===== src/rtl/fp_mult_arbiter.sv =====
// fp_mult_arbiter: shares one pipelined fp_mult between two requesters with tag-tracked result return and drain handshake; define FP_ARB_RR_EN for round-robin, otherwise requester 0 has fixed priority
module fp_mult_arbiter #(
  parameter int E_WIDTH = 8,
  parameter int M_WIDTH = 23,
  parameter int LAT = 4,
  localparam int W = E_WIDTH + M_WIDTH + 1,
  localparam int CW = $clog2(LAT + 2)
) (
  input  logic         clk,
  input  logic         reset,
  input  logic         req0_valid,
  output logic         req0_ready,
  input  logic [W-1:0] req0_a,
  input  logic [W-1:0] req0_b,
  input  logic         req1_valid,
  output logic         req1_ready,
  input  logic [W-1:0] req1_a,
  input  logic [W-1:0] req1_b,
  output logic [W-1:0] mul_a,
  output logic [W-1:0] mul_b,
  input  logic [W-1:0] mul_res,
  output logic         res0_valid,
  output logic         res1_valid,
  output logic [W-1:0] res_data,
  input  logic         drain,
  output logic         drained,
  output logic         busy
);
  typedef enum logic [1:0] {RUN, DRAIN, DONE} state_t;
  state_t        state, state_nx;
  logic [LAT:0]  tag_v, tag_id;
  logic [CW-1:0] cnt, cnt_nx;
  logic          pick1, en, issue, retire;
`ifdef FP_ARB_RR_EN
  logic          last_grant;
  always_ff @(posedge clk)
    last_grant <= !reset ? 1'b1 : issue ? req1_ready : last_grant;
`endif
  always_comb begin
`ifdef FP_ARB_RR_EN
    pick1      = req1_valid & (~req0_valid | ~last_grant);
`else
    pick1      = req1_valid & ~req0_valid;
`endif
    en         = reset & (state == RUN) & ~drain;
    req0_ready = en & req0_valid & ~pick1;
    req1_ready = en & pick1;
    issue      = req0_ready | req1_ready;
    retire     = tag_v[LAT];
    cnt_nx     = cnt + CW'(issue) - CW'(retire);
    drained    = state == DONE;
    state_nx   = state == RUN ? (drain ? DRAIN : RUN) :
                 !drain ? RUN :
                 (state == DRAIN && cnt == '0) ? DONE : state;
  end
  always_ff @(posedge clk)
    if (!reset) begin
      state      <= RUN;
      tag_v      <= '0;
      tag_id     <= '0;
      cnt        <= '0;
      busy       <= 1'b0;
      mul_a      <= '0;
      mul_b      <= '0;
      res_data   <= '0;
      res0_valid <= 1'b0;
      res1_valid <= 1'b0;
    end else begin
      state      <= state_nx;
      tag_v      <= {tag_v[LAT-1:0], issue};
      tag_id     <= {tag_id[LAT-1:0], req1_ready};
      cnt        <= cnt_nx;
      busy       <= cnt_nx != '0;
      mul_a      <= req1_ready ? req1_a : req0_ready ? req0_a : mul_a;
      mul_b      <= req1_ready ? req1_b : req0_ready ? req0_b : mul_b;
      res_data   <= retire ? mul_res : res_data;
      res0_valid <= retire & ~tag_id[LAT];
      res1_valid <= retire & tag_id[LAT];
    end
endmodule


===== config.mk =====
export PLATFORM = sky130hd
export DESIGN_NAME = fp_mult_arbiter
export DESIGN_NICKNAME = d
export VERILOG_FILES = /design/src/rtl/fp_mult_arbiter.sv
export SDC_FILE = /design/constraint.sdc
export NUM_CORES = 1
export LEC_CHECK = 0
export ABC_CLOCK_PERIOD_IN_PS = 2600
export CAP_MARGIN = 25
export CORE_UTILIZATION = 35
export CTS_CLUSTER_SIZE = 25
export DETAILED_ROUTE_END_ITERATION = 7
export GPL_TIMING_DRIVEN = 0
export PLACE_DENSITY = 0.78
export SYNTH_ARGS = -nofsm -noshare
export SYNTH_HDL_FRONTEND = slang
export SYNTH_SLANG_ARGS = --single-unit

===== constraint.sdc =====
create_clock -name clk -period 2.6 [get_ports clk]
set_input_delay 0.26 -clock clk [delete_from_list [all_inputs] [get_ports clk]]
set_output_delay 0.26 -clock clk [all_outputs]
set_load 0.01 [all_outputs]

==> run metrics, run 1 <==
placer congestion estimate a little over 0.8; r2r endpoint busy; power share of the clock group around 43%; synthesis-to-layout area growth 74.5%; final setup TNS 0 ns; clock-pin slew reported for the worst setup and hold paths after clock tree synthesis approximately 0.050 ns; RSZ-0062 raised after global routing false; worst clock skew on the final layout 0.00734 ns; fraction of power spent switching nets 23.6%; DRC violation total after the first TritonRoute iteration 184; status completed; cell count after placement roughly 830; effective utilization at floorplan 36.4%; min-delay src reset; vias after detailed routing 4,388; Crit. End Element primary output; net count of the mapped netlist between 500 and 600; sequential power share 38.2%; clock root buffer master sky130_fd_sc_hd__clkbuf_16; reg-to-reg setup timing slack 0.13 ns; path type of the worst setup path in2out; number of non-filler instances in the completed layout ~860; Die X-Extent 117 µm; Max Root-Sink Buffers 2; internal power of the cells 3870 µW; Max Cap Violations 0; number of hold-repair buffers added at the cts stage 0; Detailed Routing Iterations Pass 1 4; Max Fanout on Critical Path 10; most used cells in the layout excluding fill and tap cells sky130_fd_sc_hd__clkdlybuf4s50_1 (264), sky130_fd_sc_hd__dfxtp_1 (112), sky130_fd_sc_hd__o221ai_1 (64); IR Drop Worst-Case VDD between 0.3 and 0.4 mV; cell with the largest stage delay on the worst path sky130_fd_sc_hd__clkdlybuf4s50_1; net switching power of the design about 1200 µW; measured slew at the worst slew-check pin ~0.57 ns; count of unresolved DRC violations after routing 0; maximum number of pins on one net before global-route repair 17; post-synthesis cell type count 27; IO Pins 267; average cell area after synthesis 11.9 µm²; number of sinks driven by the clock tree 114; Pwr per Cell Area about 630 nW/µm²; Crit path buffers/inverters 5; final net count 845; Leak Pwr between 0.002 and 0.003 µW; diode count 0; kind of cell adding the most delay to the critical path buffers and inverters; R2R cell count 11; instance count of the mapped netlist 389; most used cell, CP sky130_fd_sc_hd__clkdlybuf4s50_1; number of I/O port buffers 265; worst path cell trace clkdlybuf4s50_1 -> inv_1 -> buf_2 -> clkbuf_1 -> and3_1 -> clkdlybuf4s50_1; die span in y about 120 µm; Worst R2R Start state[1]; wire length of the first global-routing pass 22,000 µm; WL/cell 17.7 µm; half-perimeter wire length of the detailed placement result 11,500 µm; placeable core region between 10,000 and 15,000 µm²; Yosys warning total 0; vias in the first global route around 4,500; total setup violations reported at the end of the flow 0; number of antenna violations at the first check in global routing 0; utilization after layout 63.5%; max_slew headroom 61.8%; wire length reported by the detailed router 15,300 µm; clock period minus final worst setup slack about 2.5 ns; deepest level of the CTS H-tree 4; Tcrit/Tclk final 95.4%; Std-Cell Rows 41; arrival time at the worst endpoint 2.22 ns; number of slew-limit violations in the final report 0; data required time of the worst path 2.34 ns; maximum frequency from static timing analysis 0.403 GHz; number of buffers created by CTS 17; later-pin clock latency in the skew report 0.40 ns; Logic pwr share 18.5%; sequential fraction of the synthesis area 49.1%; fraction of layout cells with a size suffix above 1 13.9%; Die ar. 13,700 µm²; combined global-route utilization of all metal layers 21.3%; Hold Path Stages 3; Hold Path Sink mul_a[0]; Avg Vias per Cell 5.10; number of hold-slack violations in the final timing report 0; commonest non-fill, non-tap cell in the layout sky130_fd_sc_hd__clkdlybuf4s50_1; category of the worst setup path launch point primary input; worst min-delay path class in2reg; number of nets still failing antenna checks after routing 0; flops & latches, synth roughly 110; clock tree from TritonCTS done; delay of the slowest critical-path stage 0.55 ns; gr ovfl total 0; synthesized cell area 4650 µm²
cells by family (layout without fill, tap and decap cells):
| kind of cell | after synthesis | in the layout | share of synthesized area, % |
|---|---|---|---|
| compound gates | 132 | 132 | 30.6 |
| xor+xnor | 2 | 2 | 0.377 |
| fa+ha+maj | 3 | 3 | 0.969 |
| buf+inv | 50 | 350 | 6.28 |
| flops | 114 | 114 | 49.1 |
| mux | 32 | 32 | 6.89 |
| simple gates | 56 | 56 | 5.76 |
metal layers:
layer,global-route usage [%],wire length (µm),up-vias
met2,38.4,7950,183
met1,22.8,5890,2082
met3,6.18,992,32
li1,-,-,2091
met4,10.2,413,0
met5,0,0,-
synth_stat cells:
library cell	n	area, µm²
sky130_fd_sc_hd__a211oi_1	1	7.51
sky130_fd_sc_hd__a2bb2oi_1	24	210
sky130_fd_sc_hd__a2bb2oi_2	40	601
sky130_fd_sc_hd__a31oi_1	1	6.26
sky130_fd_sc_hd__and2_1	9	56.3
sky130_fd_sc_hd__and3_1	3	18.8
sky130_fd_sc_hd__buf_1	4	15.0
sky130_fd_sc_hd__buf_12	5	100
sky130_fd_sc_hd__buf_2	12	60.1
sky130_fd_sc_hd__buf_4	2	15.0
sky130_fd_sc_hd__clkbuf_1	20	75.1
sky130_fd_sc_hd__clkinv_1	1	3.75
sky130_fd_sc_hd__dfxtp_1	114	2280
sky130_fd_sc_hd__fa_1	1	20.0
sky130_fd_sc_hd__ha_1	2	25.0
sky130_fd_sc_hd__inv_1	6	22.5
sky130_fd_sc_hd__mux2i_1	32	320
sky130_fd_sc_hd__nand2_1	2	7.51
sky130_fd_sc_hd__nand2b_1	1	6.26
sky130_fd_sc_hd__nor2_1	39	146
sky130_fd_sc_hd__nor4b_1	1	8.76
sky130_fd_sc_hd__nor4b_4	1	23.8
sky130_fd_sc_hd__o21a_4	1	15.0
sky130_fd_sc_hd__o221ai_1	64	561
sky130_fd_sc_hd__o31ai_4	1	21.3
sky130_fd_sc_hd__xnor2_1	1	8.76
sky130_fd_sc_hd__xor2_1	1	8.76
cell type report:
type | count | area [µm²]
Fill cell | 978 | 4670
Inverter | 7 | 26.3
Tap cell | 172 | 215
Clock inverter | 10 | 111
Timing Repair Buffer | 270 | 2690
Clock buffer | 21 | 450
Multi-Input combinational cell | 225 | 2070
Sequential cell | 114 | 2280
Buffer | 42 | 258
power by group through the flow:
stage	clock network (µW)	registers [µW]	logic, µW
after floorplan	0	2010	340
after global placement	0	1960	909
after detailed placement	0	1970	928
after CTS	2230	1940	937
after global routing	2320	1950	989
final	2200	1940	937
registers in the layout, indices dropped and copies added (netlist names):
| signal | flops |
|---|---|
| mul_a | 32 |
| mul_b | 32 |
| res_data | 32 |
| tag_id | 5 |
| tag_v | 5 |
| cnt | 3 |
| state | 2 |
| busy | 1 |
| res0_valid | 1 |
| res1_valid | 1 |
per-stage QoR:
step | worst slack, ns | power [µW] | hold slack (ns) | cell area (µm²)
6_report | 0.119 | 5070 | 0.288 | 8110
5_1_grt | 0.0176 | 5250 | 0.317 | 8110
4_1_cts | 0.0564 | 5110 | 0.285 | 8080
3_5_place_dp | -0.457 | 2900 | 0.402 | 7510
3_3_place_gp | -0.385 | 2870 | 0.388 | 7510
2_1_floorplan | 0.180 | 2350 | 0.384 | 4650
how the worst max path moves through the flow:
stage / start / to / cells past startpoint
detailed placement: drain / busy / 13
global route: req0_valid / req1_ready / 6
global placement: drain / busy / 13
finish: req0_valid / req1_ready / 6
floorplan: state[1] / busy / 12
CTS: state[0] / busy / 11
tightest hold or removal path: stages:
cell,delay [ns]
sky130_fd_sc_hd__buf_2,0.15
sky130_fd_sc_hd__o31ai_4,0.14
sky130_fd_sc_hd__a2bb2oi_1,0.08
what timing repair did:
action | 4_1_cts | 5_1_grt
endpoints found under the setup margin | 2 | 2
setup buffers | 1 | 4
pin swaps | 2 | 2
resized for setup | 2 | 1
No activity file was read; power rests on OpenSTA's default activity.
==> run 2: changes to the inputs <==
--- a/config.mk
+++ b/config.mk
@@ -5,8 +5,8 @@
 export SDC_FILE = /design/constraint.sdc
 export NUM_CORES = 1
 export LEC_CHECK = 0
-export ABC_CLOCK_PERIOD_IN_PS = 2600
 export CAP_MARGIN = 25
+export CORE_MARGIN = 4
 export CORE_UTILIZATION = 35
 export CTS_CLUSTER_SIZE = 25
 export DETAILED_ROUTE_END_ITERATION = 7
==> run metrics, run 2 (same netlist as run 1, synthesis figures left out) <==
status completed; number of antenna violations at the first check in global routing 0; clock tree from TritonCTS done; final setup TNS 0 ns; area occupied by registers 2290 µm²; Die X-Extent 123 µm; clock-pin slew reported for the worst setup and hold paths after clock tree synthesis 0.05 ns; Pwr per Cell Area 676 nW/µm²; number of slew-limit violations in the final report 0; Tcrit/Tclk final around 91%; sequential power share approximately a third; maximum frequency from static timing analysis 0.424 GHz; Filler Cell Count just over 1,000; combined area of the multi-input logic cells around 2100 µm²; effective utilization at floorplan 36.2%; commonest non-fill, non-tap cell in the layout sky130_fd_sc_hd__clkdlybuf4s50_1; fraction of power spent switching nets 21.4%; IR Drop Worst-Case VDD around 0.39 mV; Max Fanout on Critical Path 8; gr ovfl total 0; measured slew at the worst slew-check pin 0.532 ns; data required time of the worst path roughly 2.9 ns; combined global-route utilization of all metal layers roughly a fifth; clock root buffer master sky130_fd_sc_hd__clkbuf_16; maximum number of pins on one net before global-route repair 17; final net count 844; Max Cap Violations 0; path type of the worst setup path reg2reg; most used cells in the layout excluding fill and tap cells sky130_fd_sc_hd__clkdlybuf4s50_1 (264), sky130_fd_sc_hd__dfxtp_1 (113), sky130_fd_sc_hd__o221ai_1 (64); Die ar. about 15,000 µm²; max_slew headroom 64.5%; cell count after placement between 800 and 900; fraction of layout cells with a size suffix above 1 14.4%; registers with the most flip-flops mul_a: 32 flops, mul_b: 32 flops, res_data: 32 flops; number of non-filler instances in the completed layout 861; number of I/O port buffers 265; category of the worst setup path launch point register; wire length of the first global-routing pass 24,000 µm; Logic pwr share ~17%; number of nets still failing antenna checks after routing 0; synthesis-to-layout area growth 77.4%; Std-Cell Rows 41; internal power of the cells 4370 µW; power share of the clock group 48.4%; number of hold-repair buffers added at the cts stage 0; Crit. End Element register; worst clock skew on the final layout 0.00588 ns; wire length reported by the detailed router 16,100 µm; total setup violations reported at the end of the flow 0; placeable core region approximately 13,000 µm²; net switching power of the design 1190 µW; number of buffers created by CTS 17; placer congestion estimate 0.869; Max Root-Sink Buffers 2; die span in y 123 µm; half-perimeter wire length of the detailed placement result 12,300 µm; DRC violation total after the first TritonRoute iteration approximately 160; number of hold-slack violations in the final timing report 0; arrival time at the worst endpoint between 2 and 3 ns; number of sinks driven by the clock tree 114; deepest level of the CTS H-tree 4; Leak Pwr 0.00296 µW; vias in the first global route 4,645; vias after detailed routing 4,457; Detailed Routing Iterations Pass 1 4; count of unresolved DRC violations after routing 0; WL/cell 18.7 µm; Avg Vias per Cell 5.18; later-pin clock latency in the skew report 0.40 ns; clock period minus final worst setup slack 2.36 ns; diode count 0; worst min-delay path class in2reg; IO Pins 267
run 2: repair_timing:
action                                  CTS  global route
endpoints found under the setup margin    1             3
gates cloned                              0             0
buffers inserted                          0             5
pin swaps                                 1             3
resized for setup                         1             3
run 2: final cells by class:
type                    count  area share [%]
repair buffers            270            32.6
flip-flops and latches    114            27.7
multi-input cells         225            25.2
clock buffers              23            6.04
plain buffers              41            3.08
well taps                 172            2.61
clock inverters             9            2.40
inverters                   7           0.319
run 2: metal layers:
| metal | track usage (%) | share of wire, % | vias up | routed length, µm |
|---|---|---|---|---|
| met5 | 0 | 0 | - | 0 |
| met4 | 9.34 | 3.0 | 0 | 478 |
| met3 | 6.40 | 7.7 | 36 | 1230 |
| met2 | 35.8 | 51 | 197 | 8250 |
| met1 | 22.9 | 38 | 2128 | 6120 |
| li1 | - | - | 2096 | - |
run 2: stage by stage:
stage | setup WS (ns) | total power, µW | cell area [µm²] | util, % | hold WS (ns)
floorplan | 0.180 | 2350 | 4650 | - | 0.384
global placement | -0.369 | 2880 | 7510 | 58.6 | 0.388
detailed placement | -0.394 | 2900 | 7510 | 58.6 | 0.395
CTS | 0.00372 | 5610 | 8210 | 64.0 | 0.281
global route | -0.000574 | 5770 | 8240 | 64.3 | 0.305
finish | 0.244 | 5570 | 8240 | 64.3 | 0.291
run 2: power groups by stage:
stage | clock network [µW] | logic [µW] | registers (µW)
final | 2690 | 936 | 1940
after global routing | 2830 | 995 | 1950
after CTS | 2740 | 939 | 1940
after detailed placement | 0 | 931 | 1970
after global placement | 0 | 914 | 1960
after floorplan | 0 | 340 | 2010
run 2: worst max-delay path, cell delays in order, from the launching register on:
cell	delay, ns
sky130_fd_sc_hd__dfxtp_4	0.36
sky130_fd_sc_hd__nor4b_4	0.31
sky130_fd_sc_hd__o21a_4	0.23
sky130_fd_sc_hd__inv_1	0.05
sky130_fd_sc_hd__ha_1	0.26
sky130_fd_sc_hd__inv_1	0.06
sky130_fd_sc_hd__ha_1	0.13
sky130_fd_sc_hd__inv_1	0.05
sky130_fd_sc_hd__fa_2	0.33
sky130_fd_sc_hd__xor2_1	0.15
sky130_fd_sc_hd__xnor2_1	0.19
sky130_fd_sc_hd__a31oi_1	0.10
run 2: final timing paths:
path	startpoint	endpoint	slack [ns]	cells past startpoint
worst max-delay path	state[1]	busy	0.24	11
worst min-delay path	reset	mul_a[1]	0.29	3
worst max register to register	state[1]	busy	0.24	11
worst min register to register	tag_id[4]	res0_valid	0.41	1
